[src/rtl/fir_host_seq.sv]
// fir_host_seq: host-side sequencer for the FIR core.
// Loads the coefficient memory while in LOAD, then streams buffered samples
// into the core (one per frame) and captures each result into a
// ready/valid output register. Sticky error flags report misuse.
module fir_host_seq #(
  parameter int FRAME_LEN   = 256,
  parameter int NTAPS       = 64,
  parameter int IFIFO_DEPTH = 4
) (
  input  logic                     clk,
  input  logic                     rst_n,
  input  logic                     coef_we,
  input  logic [$clog2(NTAPS)-1:0] coef_waddr,
  input  logic [15:0]              coef_wdata,
  input  logic                     run,
  input  logic [15:0]              s_data,
  input  logic                     s_valid,
  output logic                     s_ready,
  output logic [15:0]              m_data,
  output logic                     m_valid,
  input  logic                     m_ready,
  input  logic                     err_clr,
  output logic                     err_run,
  output logic                     err_coef,
  output logic                     err_ovf,
  output logic [7:0]               underrun_cnt,
  output logic                     streaming,
  output logic [15:0]              fir_cin,
  output logic [$clog2(NTAPS)-1:0] fir_caddr,
  output logic                     fir_cload,
  output logic [15:0]              fir_din,
  output logic                     fir_valid_in,
  input  logic [15:0]              fir_dout,
  input  logic                     fir_valid
);

  localparam int FCW = $clog2(FRAME_LEN);
  localparam int PW  = $clog2(IFIFO_DEPTH);
  localparam int CW  = $clog2(IFIFO_DEPTH + 1);
  localparam logic [FCW-1:0] FRAME_LAST = FCW'(FRAME_LEN - 1);
  localparam logic [CW-1:0]  DEPTH_C    = CW'(IFIFO_DEPTH);

  typedef enum logic {
    LOAD   = 1'b0,
    STREAM = 1'b1
  } state_t;

  state_t state, next_state;

  logic [NTAPS-1:0] mask;
  logic [FCW-1:0]   frame_cnt;
  logic [15:0]      fifo_mem [IFIFO_DEPTH];
  logic [PW-1:0]    wr_ptr, rd_ptr;
  logic [CW-1:0]    count;
  logic             fv_q;

  logic run_accept, run_early;
  logic frame_start, fifo_empty, push, pop;
  logic coef_load, coef_stray;
  logic fv_rise, cap_take, cap_drop, underrun;

  // Next state: LOAD leaves only once every coefficient address was written
  always_comb begin
    next_state = state;
    run_accept = 1'b0;
    run_early  = 1'b0;
    case (state)
      LOAD: begin
        if (run) begin
          if (&mask) begin
            next_state = STREAM;
            run_accept = 1'b1;
          end else begin
            run_early = 1'b1;
          end
        end
      end
      STREAM:  next_state = STREAM;
      default: next_state = LOAD;
    endcase
  end

  // Event decode; a frame starts on the edge that makes frame_cnt zero
  always_comb begin
    frame_start = run_accept | ((state == STREAM) && (frame_cnt == FRAME_LAST));
    fifo_empty  = (count == '0);
    push        = s_valid & s_ready;
    pop         = frame_start & ~fifo_empty;
    underrun    = frame_start & fifo_empty;
    coef_load   = (state == LOAD) & coef_we;
    coef_stray  = (state == STREAM) & coef_we;
    fv_rise     = fir_valid & ~fv_q;
    cap_take    = fv_rise & (~m_valid | m_ready);
    cap_drop    = fv_rise & m_valid & ~m_ready;
  end

  assign s_ready   = (count < DEPTH_C);
  assign streaming = (state == STREAM);

  // State register; only reset brings the sequencer back to LOAD
  always_ff @(posedge clk or negedge rst_n) begin
    if (!rst_n) state <= LOAD;
    else        state <= next_state;
  end

  // Coefficient write path to the core plus the written-address mask
  always_ff @(posedge clk or negedge rst_n) begin
    if (!rst_n) begin
      fir_cload <= 1'b0;
      fir_caddr <= '0;
      fir_cin   <= '0;
      mask      <= '0;
    end else begin
      fir_cload <= coef_load;
      if (coef_load) begin
        fir_caddr        <= coef_waddr;
        fir_cin          <= coef_wdata;
        mask[coef_waddr] <= 1'b1;
      end
    end
  end

  // Frame counter: restarts at zero when streaming begins, then free-runs
  always_ff @(posedge clk or negedge rst_n) begin
    if (!rst_n) begin
      frame_cnt <= '0;
    end else if (run_accept) begin
      frame_cnt <= '0;
    end else if (state == STREAM) begin
      frame_cnt <= (frame_cnt == FRAME_LAST) ? '0 : frame_cnt + FCW'(1);
    end
  end

  // Sample FIFO storage; contents need no reset since count gates reads
  always_ff @(posedge clk) begin
    if (push) fifo_mem[wr_ptr] <= s_data;
  end

  // Sample FIFO pointers and occupancy
  always_ff @(posedge clk or negedge rst_n) begin
    if (!rst_n) begin
      wr_ptr <= '0;
      rd_ptr <= '0;
      count  <= '0;
    end else begin
      if (push) wr_ptr <= wr_ptr + PW'(1);
      if (pop)  rd_ptr <= rd_ptr + PW'(1);
      case ({push, pop})
        2'b10:   count <= count + CW'(1);
        2'b01:   count <= count - CW'(1);
        default: count <= count;
      endcase
    end
  end

  // Sample issue: fir_din holds its value for the whole frame
  always_ff @(posedge clk or negedge rst_n) begin
    if (!rst_n) begin
      fir_din      <= '0;
      fir_valid_in <= 1'b0;
    end else begin
      fir_valid_in <= pop;
      if (pop) fir_din <= fifo_mem[rd_ptr];
    end
  end

  // Result capture on the rising edge of fir_valid into the output register
  always_ff @(posedge clk or negedge rst_n) begin
    if (!rst_n) begin
      fv_q    <= 1'b0;
      m_data  <= '0;
      m_valid <= 1'b0;
    end else begin
      fv_q <= fir_valid;
      if (cap_take) begin
        m_data  <= fir_dout;
        m_valid <= 1'b1;
      end else if (m_valid && m_ready) begin
        m_valid <= 1'b0;
      end
    end
  end

  // Sticky flags and underrun counter; a same-cycle set beats err_clr
  always_ff @(posedge clk or negedge rst_n) begin
    if (!rst_n) begin
      err_run      <= 1'b0;
      err_coef     <= 1'b0;
      err_ovf      <= 1'b0;
      underrun_cnt <= '0;
    end else begin
      if (run_early)    err_run <= 1'b1;
      else if (err_clr) err_run <= 1'b0;

      if (coef_stray)   err_coef <= 1'b1;
      else if (err_clr) err_coef <= 1'b0;

      if (cap_drop)     err_ovf <= 1'b1;
      else if (err_clr) err_ovf <= 1'b0;

      if (underrun) begin
        if (underrun_cnt != 8'hFF) underrun_cnt <= underrun_cnt + 8'd1;
      end else if (err_clr) begin
        underrun_cnt <= '0;
      end
    end
  end

endmodule
[config.mk]
export PLATFORM = sky130hd
export DESIGN_NAME = fir_host_seq
export DESIGN_NICKNAME = d
export VERILOG_FILES = /design/src/rtl/fir_host_seq.sv
export SDC_FILE = /design/constraint.sdc
export NUM_CORES = 1
export LEC_CHECK = 0
export ABC_CLOCK_PERIOD_IN_PS = 6700
export BUFFER_PORTS_ARGS = -buffer_cell sky130_fd_sc_hd__buf_2
export CAP_MARGIN = 20
export CORE_ASPECT_RATIO = 2
export CORE_MARGIN = 2
export CORE_UTILIZATION = 40
export CTS_CLUSTER_DIAMETER = 150
export CTS_CLUSTER_SIZE = 28
export DETAILED_ROUTE_END_ITERATION = 8
export PLACE_DENSITY = 0.62
export SLEW_MARGIN = 20
export SYNTH_ARGS = -nofsm -noshare
export SYNTH_HDL_FRONTEND = slang
export SYNTH_SLANG_ARGS = --single-unit
[constraint.sdc]
create_clock -name clk -period 6.7 [get_ports clk]
set_input_delay 0.67 -clock clk [delete_from_list [all_inputs] [get_ports clk]]
set_output_delay 0.67 -clock clk [all_outputs]
set_load 0.1 [all_outputs]
==> results of run 1 <==
-- cells by family after synthesis --
family | share of synthesized area, %
AO/OA/AOI/OAI | 8.67
AND/OR/NAND/NOR | 11.3
adder cells (fa/ha/maj) | 1.28
XOR/XNOR | 0.939
multiplexers | 9.08
flip-flops | 67.3
buffers and inverters | 1.43
-- power groups by stage --
stage / combinational, µW / sequential (µW) / clock, µW
finish: 435 / 1500 / 701
global route: 460 / 1520 / 777
CTS: 440 / 1500 / 734
detailed placement: 441 / 1530 / 0
global placement: 430 / 1520 / 0
floorplan: 107 / 1740 / 0
-- worst max-delay path, stage by stage (launching register included) --
cell and delay, ps:
dfrtp_1 380, nand4_1 220, nor4_4 390, nand4_4 200, o22ai_4 230, nand2_4 230, inv_1 140, ha_1 210
fa_1 420, mux2_2 270
-- synthesized netlist by cell type (all sizes together) (2+ instances only) --
master | n | share of area (%)
a22o | 5 | 0.52
ha | 7 | 1.0
inv | 8 | 0.36
mux4 | 16 | 4.3
clkbuf | 15 | 0.67
a21o | 32 | 2.9
nor2b | 7 | 0.52
o211ai | 2 | 0.18
nor3b | 3 | 0.27
nor3 | 11 | 0.66
xor2 | 2 | 0.21
nand4 | 20 | 1.7
edfxtp | 64 | 23
nor2 | 14 | 0.63
o21ai | 12 | 0.72
and2 | 7 | 0.52
dfrtp | 149 | 44
nand2b | 6 | 0.45
nand3 | 12 | 0.72
nand2 | 83 | 3.8
mux2 | 33 | 4.8
nor4 | 5 | 1.1
a21oi | 4 | 0.24
buf | 5 | 0.36
o21bai | 32 | 2.9
a211oi | 3 | 0.27
nand3b | 4 | 0.36
xnor2 | 7 | 0.73
and3 | 2 | 0.15
-- flip-flops by register name (all words and copies together) (netlist names) --
register      flops
fifo_mem         64
err_run           1
underrun_cnt      8
streaming         1
fir_cload         1
fir_din          16
rd_ptr            2
mask             64
m_valid           1
wr_ptr            2
frame_cnt         8
err_ovf           1
fir_cin          16
fir_valid_in      1
fv_q              1
err_coef          1
fir_caddr         6
count             3
m_data           16
-- layer usage --
layer | routed length, µm | global-route usage [%] | share of wire, % | vias to the layer above
li1 | - | - | - | 2355
met1 | 6300 | 17.3 | 35 | 2589
met2 | 10200 | 32.3 | 57 | 136
met3 | 751 | 2.09 | 4.2 | 30
met4 | 529 | 6.31 | 3.0 | 0
met5 | 0 | 0 | 0 | -
-- area by class of cell --
cell class	count	area share, %
flip-flops and latches	213	58.6
clock inverters	1	0.169
inverters	9	0.350
multi-input cells	342	27.2
clock buffers	14	2.97
well taps	269	3.49
repair buffers	135	7.18
-- final timing paths --
check,endpoint,from,cells after the start
max reg2reg,count[1]$_DFFE_PN0P_,mask[40]$_DFFE_PN0P_,9
max in group asynchronous,fir_cin[7]$_DFFE_PN0P_,rst_n,2
min,fir_din[5]$_DFFE_PN0N_,rst_n,1
min in group clk,fv_q$_DFF_PN0_,fir_valid,1
min reg2reg,mask[17]$_DFFE_PN0P_,mask[17]$_DFFE_PN0P_,1
max,count[1]$_DFFE_PN0P_,mask[40]$_DFFE_PN0P_,9
-- through the flow --
stage                     std cells  setup slack, ps  hold slack (ps)  power [µW]
after global placement          968             3950              437        1950
after CTS                       983             3840              250        2680
after global routing            983             3720              281        2750
final                           983             3880              205        2640
after detailed placement        968             3870              444        1970
after floorplan                 584             3570              374        1850
==> impl_metrics.env, run 1 <==
export IMPL_cts_htree_levels=1
export IMPL_wire_per_inst_um=18.1
export IMPL_cts_sinks=213
export IMPL_rsz0062_at_grt="false"
export IMPL_synth_area_um2=8400
export IMPL_swShare_pct=29.8
export IMPL_post_route_util_pct=46.3
export IMPL_drt_iter0_markers=228
export IMPL_ys_types=50
export IMPL_timing_fmax_mhz=355
export IMPL_final_cell_mix="149 x dfrtp_1, 130 x buf_2, 82 x nand2_1"
export IMPL_final_period_utilization_pct=42.1
export IMPL_dr_total_vias=5110
export IMPL_final_layout_size_suffix_gt1_share_pct=28.7
export IMPL_postSynthCellCount=584
export IMPL_wirelength_um=17800
export IMPL_ant_nets=0
export IMPL_seq_area_frac_synth_pct=67.3
export IMPL_p_comb_share_pct=16.5
export IMPL_stdcell_area_um2=9640
export IMPL_hold_viol=0
export IMPL_grt_max_degree=78
export IMPL_cts_buffer_depth=3
export IMPL_drv_slew=0
export IMPL_start_kind="register"
export IMPL_fin_nets=782
export IMPL_gp_congestion=0.810
export IMPL_cts_hold_buffers=0
export IMPL_synth_edf_count=64
export IMPL_critPathKind="reg -> reg"
export IMPL_rows=75
export IMPL_firstDrtPassIters=4
export IMPL_cts_buffers=11
export IMPL_status="finished clean"
export IMPL_grt_use_total_pct=16.4
export IMPL_dp_hpwl_um=12800
export IMPL_register_area_um2=5650
export IMPL_skew_ps=20.3
export IMPL_overflow=0
export IMPL_path_clk_slew_ps=100
export IMPL_grt_pass1_vias=5522
export IMPL_clock_latency_ps=470
export IMPL_worstPathMaxFanout=18
export IMPL_power_switching_uw=786
export IMPL_pwr_share_clk_pct=26.6
export IMPL_n_antenna_cell=0
export IMPL_io_buffers=131
export IMPL_final_common_cell="dfrtp_1"
export IMPL_io_pin_count=132
export IMPL_syn_avg_cell_area_um2=14.4
export IMPL_grt_pass1_wl_um=28600
export IMPL_area_growth_pct=14.8
export IMPL_core_um2=20800
export IMPL_drc=0
export IMPL_cts_tree="done"
export IMPL_cts_setup_buffers=0
export IMPL_die_x_um=106
export IMPL_intPower_uw=1850
export IMPL_drv_cap=0
export IMPL_die_area_um2=22200
export IMPL_multi_input_area_um2=2630
export IMPL_synth_seq_cells=213
export IMPL_initial_core_util_pct=40.3
export IMPL_pwr_share_seq_pct=56.9
export IMPL_worst_pin_slew_ps=1170
export IMPL_finalSetupTns_ps=0
export IMPL_worst_r2r_setup_slack_ps=3880
export IMPL_cp_arrival_ps=3170
export IMPL_synth_nets=654
export IMPL_fp_dieH_um=209
export IMPL_finalSetupViolations=0
export IMPL_antenna_found_initial=0
export IMPL_ir_worst_vdd_v=0.000265
export IMPL_root_buffer="clkbuf_16"
export IMPL_leakagePower_uw=0.00440
export IMPL_yosys_warnings=0
export IMPL_fillers=1879
export IMPL_via_per_inst=5.20
export IMPL_cts_resized_gates=0
export IMPL_hold_path_class="in -> async"
export IMPL_place_area_um2=9340
export IMPL_async_reset_ff_share_pct=70.0
export IMPL_required_ps=7050
export IMPL_min_period_ps=2820
export IMPL_synth_flop_cell="dfrtp_1"
export IMPL_relSlewSlack_pct=22.2
export IMPL_critPathCaptureType="register"
export IMPL_p_per_area_nw_per_um2=274
(Power assumes the default switching activity.)
==> run 2: changes to the inputs <==
--- a/config.mk
+++ b/config.mk
@@ -5,7 +5,7 @@
 export SDC_FILE = /design/constraint.sdc
 export NUM_CORES = 1
 export LEC_CHECK = 0
-export ABC_CLOCK_PERIOD_IN_PS = 6700
+export ABC_CLOCK_PERIOD_IN_PS = 2900
 export BUFFER_PORTS_ARGS = -buffer_cell sky130_fd_sc_hd__buf_2
 export CAP_MARGIN = 20
 export CORE_ASPECT_RATIO = 2
==> constraint.sdc (replaced) <==
create_clock -name clk -period 2.9 [get_ports clk]
set_input_delay 0.29 -clock clk [delete_from_list [all_inputs] [get_ports clk]]
set_output_delay 0.29 -clock clk [all_outputs]
set_load 0.1 [all_outputs]
==> run 2 against run 1 <==
Utilization grew 0.65 points. Clock skew decreased by 1.7 ps. Design area grew 1.4%. Non-clock buffer count up 15. First-iteration DRC count is 10% higher. Critical path depth stayed put. Largest cell class unchanged. Flip-flop and latch count stayed put.
==> impl_metrics.env, run 2 (synthesis gave the netlist of run 1 again) <==
export IMPL_status="finished clean"
export IMPL_core_um2=20800
export IMPL_gp_congestion=0.804
export IMPL_place_area_um2=9430
export IMPL_hold_path_class="in -> reg"
export IMPL_drt_iter0_markers=251
export IMPL_ant_nets=0
export IMPL_ir_worst_vdd_v=0.000759
export IMPL_fillers=1870
export IMPL_drv_slew=0
export IMPL_grt_max_degree=73
export IMPL_top_regs="fifo_mem: 64 flops, mask: 64 flops"
export IMPL_leakagePower_uw=0.00447
export IMPL_initial_core_util_pct=40.3
export IMPL_stdcell_count=998
export IMPL_cp_slowest_stage_delay_ps=430
export IMPL_cts_tree="done"
export IMPL_min_period_ps=2520
export IMPL_cp_slowest_cell="nor4_4"
export IMPL_final_layout_size_suffix_gt1_share_pct=29.8
export IMPL_cts_htree_levels=1
export IMPL_final_common_cell="dfrtp_1"
export IMPL_rsz0062_at_grt="false"
export IMPL_via_per_inst=5.22
export IMPL_skew_ps=18.6
export IMPL_clock_latency_ps=470
export IMPL_dr_total_vias=5209
export IMPL_required_ps=3260
export IMPL_rows=75
export IMPL_cts_buffers=11
export IMPL_cts_sinks=213
export IMPL_cts_buffer_depth=3
export IMPL_drv_cap=0
export IMPL_path_clk_slew_ps=110
export IMPL_fp_dieH_um=209
export IMPL_drc=0
export IMPL_whs_ps=8.78
export IMPL_io_buffers=131
export IMPL_start_kind="register"
export IMPL_cts_setup_buffers=0
export IMPL_dp_cells=979
export IMPL_finalPower_uw=6120
export IMPL_p_per_area_nw_per_um2=626
export IMPL_wirelength_um=18200
export IMPL_fin_nets=797
export IMPL_path_cells="nand4_1 -> nor4_4 -> nand4_4 -> o22ai_4 -> nand2_4 -> inv_1 -> ha_1 -> fa_1 -> mux2_2"
export IMPL_io_pin_count=132
export IMPL_finalSetupTns_ps=0
export IMPL_die_area_um2=22200
export IMPL_antenna_found_initial=1
export IMPL_relSlewSlack_pct=41.6
export IMPL_n_antenna_cell=0
export IMPL_finalSetupViolations=0
export IMPL_overflow=0
export IMPL_grt_pass1_wl_um=28800
export IMPL_worstPathMaxFanout=5
export IMPL_firstDrtPassIters=5
export IMPL_final_cell_mix="148 x dfrtp_1, 130 x buf_2, 82 x nand2_1"
export IMPL_die_x_um=106
export IMPL_grt_use_total_pct=16.4
export IMPL_worst_pin_slew_ps=875
export IMPL_wire_per_inst_um=18.3
export IMPL_cts_hold_buffers=3
export IMPL_stdcell_area_um2=9780
export IMPL_area_growth_pct=16.5
export IMPL_dp_hpwl_um=13300
export IMPL_grt_pass1_vias=5638
export IMPL_cp_arrival_ps=2880
export IMPL_final_period_utilization_pct=87.0
export IMPL_hold_viol=0
export IMPL_critPathKind="reg -> reg"
export IMPL_timing_fmax_mhz=396
export IMPL_critPathCaptureType="register"
export IMPL_cts_resized_gates=0
export IMPL_root_buffer="clkbuf_16"
[run 2: cell count changes in the layout (fill, tap and decap cells not counted)]
cell           delta
dlygate4sd3_1     +4
dfrtp_1           -1
dfrtp_2           +1
buf_12            +1
buf_4            +10
[run 2: critical path, delay by kind of cell (launching register included)]
kind | cells | cell delay (ps)
compound gates | 1 | 230
fa+ha+maj | 2 | 630
buf+inv | 1 | 80
flops | 1 | 360
mux | 1 | 270
simple gates | 4 | 850
[run 2: final cells by class]
class	count	area, µm²	area share, %
sequential	213	5650	57.8
multi-input combinational	342	2630	26.8
timing repair buffer	150	827	8.46
tap	269	337	3.44
clock buffer	14	287	2.93
inverter	9	33.8	0.346
clock inverter	1	16.3	0.166
[run 2: through the flow]
| stage | worst slack (ps) | utilization, % |
|---|---|---|
| after floorplan | 35.2 | - |
| after global placement | 438 | 45.3 |
| after detailed placement | 349 | 45.3 |
| after CTS | 336 | 46.9 |
| after global routing | 206 | 46.9 |
| final | 376 | 46.9 |
[run 2: metal layers]
layer / GRT usage [%] / wire [µm] / vias to the layer above / share of wire (%)
met5: 0 / 11 / - / 0.060
met4: 6.45 / 605 / 2 / 3.3
met3: 2.21 / 765 / 36 / 4.2
met2: 32.1 / 10300 / 143 / 57
met1: 17.3 / 6530 / 2646 / 36
li1: - / - / 2382 / -
[run 2: path summary, 6_finish.rpt]
| kind | startpoint | to | slack [ps] | cells after the start |
|---|---|---|---|---|
| min in group asynchronous | rst_n | mask[10]$_DFFE_PN0P_ | 390 | 2 |
| hold / removal | coef_wdata[4] | fir_cin[4]$_DFFE_PN0P_ | 9 | 3 |
| hold reg to reg | mask[10]$_DFFE_PN0P_ | mask[10]$_DFFE_PN0P_ | 470 | 1 |
| setup / recovery | mask[11]$_DFFE_PN0P_ | count[1]$_DFFE_PN0P_ | 380 | 9 |
| max in group asynchronous | rst_n | fir_cin[11]$_DFFE_PN0P_ | 1680 | 3 |
| setup reg to reg | mask[11]$_DFFE_PN0P_ | count[1]$_DFFE_PN0P_ | 380 | 9 |
[run 2: power by group]
part           internal (µW)  total (µW)  switching (µW)
registers               3340        3470             133
logic                    245        1020             778
clock network            715        1630             915
total                   4300        6120            1830
==> run 3: changes to the inputs <==
--- a/config.mk
+++ b/config.mk
@@ -11,10 +11,12 @@
 export CORE_ASPECT_RATIO = 2
 export CORE_MARGIN = 2
 export CORE_UTILIZATION = 40
+export CTS_BUF_LIST = sky130_fd_sc_hd__clkbuf_16
 export CTS_CLUSTER_DIAMETER = 150
 export CTS_CLUSTER_SIZE = 28
 export DETAILED_ROUTE_END_ITERATION = 8
 export PLACE_DENSITY = 0.62
+export RECOVER_POWER = 25
 export SLEW_MARGIN = 20
 export SYNTH_ARGS = -nofsm -noshare
 export SYNTH_HDL_FRONTEND = slang
==> run 3 against run 2 <==
The run now ends with capacitance limit, slew limit left. Via count decreased by 0.50%. Wire length barely moved. Clock power barely moved. Setup slack improved by 2.6 ps. Non-clock buffer count unchanged. Design area fell by 0.28%. Critical path type unchanged.
==> impl_metrics.env, run 3 (synthesis gave the netlist of run 1 again) <==
export IMPL_worstPathMaxFanout=5
export IMPL_p_per_area_nw_per_um2=626
export IMPL_final_cell_mix="149 x dfrtp_1, 114 x buf_2, 82 x nand2_1"
export IMPL_status="finished, violations left"
export IMPL_rsz0062_at_grt="false"
export IMPL_final_period_utilization_pct=86.9
export IMPL_hold_path_class="in -> reg"
export IMPL_cts_buffers=11
export IMPL_io_buffers=131
export IMPL_required_ps=3260
export IMPL_fp_dieH_um=209
export IMPL_critPathKind="reg -> reg"
export IMPL_gp_congestion=0.804
export IMPL_timing_fmax_mhz=397
export IMPL_critPathCaptureType="register"
export IMPL_grt_use_total_pct=16.4
export IMPL_cts_tree="done"
export IMPL_intPower_uw=4280
export IMPL_finalSetupViolations=0
export IMPL_io_pin_count=132
export IMPL_hold_viol=0
export IMPL_pwr_share_seq_pct=56.8
export IMPL_dp_hpwl_um=13300
export IMPL_wire_per_inst_um=18.2
export IMPL_stdcell_count=998
export IMPL_clock_latency_ps=470
export IMPL_ir_worst_vdd_v=0.000758
export IMPL_grt_use_met3_pct=2.21
export IMPL_min_period_ps=2520
export IMPL_dr_total_vias=5183
export IMPL_overflow=0
export IMPL_cts_resized_gates=0
export IMPL_firstDrtPassIters=4
export IMPL_ant_nets=0
export IMPL_die_area_um2=22200
export IMPL_start_kind="register"
export IMPL_final_layout_size_suffix_gt1_share_pct=27.4
export IMPL_power_switching_uw=1830
export IMPL_die_x_um=106
export IMPL_drv_cap=1
export IMPL_cts_htree_levels=1
export IMPL_violations="capacitance limit, slew limit"
export IMPL_area_growth_pct=16.1
export IMPL_grt_max_degree=73
export IMPL_core_um2=20800
export IMPL_antenna_found_initial=1
export IMPL_fillers=1876
export IMPL_leakagePower_uw=0.00444
export IMPL_worst_pin_slew_ps=1770
export IMPL_via_per_inst=5.19
export IMPL_cts_hold_buffers=3
export IMPL_initial_core_util_pct=40.3
export IMPL_skew_ps=19.3
export IMPL_finalSetupTns_ps=0
export IMPL_cts_buffer_depth=3
export IMPL_n_antenna_cell=0
export IMPL_dp_cells=979
export IMPL_top_regs="fifo_mem: 64 flops, mask: 64 flops"
export IMPL_grt_busiest_layer="met2"
export IMPL_swShare_pct=29.9
export IMPL_pwr_share_clk_pct=26.5
export IMPL_cts_setup_buffers=0
export IMPL_root_buffer="clkbuf_16"
export IMPL_drc=0
export IMPL_gr_usage_met2_pct=32.1
export IMPL_cts_sinks=213
export IMPL_final_common_cell="dfrtp_1"
export IMPL_path_clk_slew_ps=110
export IMPL_p_comb_share_pct=16.7
export IMPL_grt_pass1_vias=5638
export IMPL_cp_arrival_ps=2880
export IMPL_drt_iter0_markers=256
export IMPL_rows=75
export IMPL_drv_slew=68
export IMPL_gr_usage_met1_pct=17.3
export IMPL_wirelength_um=18200
export IMPL_grt_pass1_wl_um=28800
export IMPL_fin_nets=797
export IMPL_relSlewSlack_pct=-17.8
-- run 3: cell types whose count changed in the layout (fill, tap and decap cells not counted), sizes merged --
cell    change
buf        -17
clkbuf     +14
inv         +3
-- run 3: worst max-delay path, stage by stage (launching register included) --
cell and delay (ps):
dfrtp_1 370, nand4_1 150, nor4_4 430, nand4_4 200, o22ai_4 230, nand2_4 70
inv_1 80, ha_1 210, fa_1 420, mux2_2 270
-- run 3: layout make-up --
cell class	instances	area (µm²)	area share, %
inverters	9	33.8	0.347
clock inverters	4	27.5	0.282
flip-flops and latches	213	5650	58.0
multi-input cells	342	2630	26.9
repair buffers	150	801	8.21
clock buffers	11	275	2.82
well taps	269	337	3.45
-- run 3: per-layer routing --
layer  vias to the layer above  share of wire (%)
met3                        34                4.4
met2                       146                 56
met4                         2                3.3
met5                         -              0.060
met1                      2617                 36
li1                       2384                  -
-- run 3: metrics by stage --
step | utilization (%) | hold WS (ps) | area (µm²) | setup WS [ps] | total power [µW]
floorplan | - | -5.59 | 8400 | 35.2 | 4280
global placement | 45.3 | 327 | 9430 | 438 | 4510
detailed placement | 45.3 | 350 | 9430 | 349 | 4560
CTS | 46.9 | 1.20 | 9770 | 336 | 6190
global route | 46.8 | 8.07 | 9750 | 206 | 6360
finish | 46.8 | 12.1 | 9750 | 379 | 6110
-- run 3: path summary, 6_finish.rpt --
kind / cells after the start / slack [ps] / from / end
max: 9 / 380 / mask[12]$_DFFE_PN0P_ / count[1]$_DFFE_PN0P_
min: 3 / 10 / coef_wdata[4] / fir_cin[4]$_DFFE_PN0P_
max reg2reg: 9 / 380 / mask[12]$_DFFE_PN0P_ / count[1]$_DFFE_PN0P_
min reg2reg: 1 / 470 / mask[21]$_DFFE_PN0P_ / mask[21]$_DFFE_PN0P_
max in group asynchronous: 3 / 910 / rst_n / fir_cin[11]$_DFFE_PN0P_
min in group asynchronous: 2 / 820 / rst_n / mask[10]$_DFFE_PN0P_
-- run 3: power by group through the flow --
stage	Sequential [µW]	Combinational (µW)	Clock, µW
floorplan	4030	246	0
global placement	3510	1000	0
detailed placement	3530	1030	0
CTS	3470	1030	1690
global route	3500	1080	1790
finish	3470	1020	1620
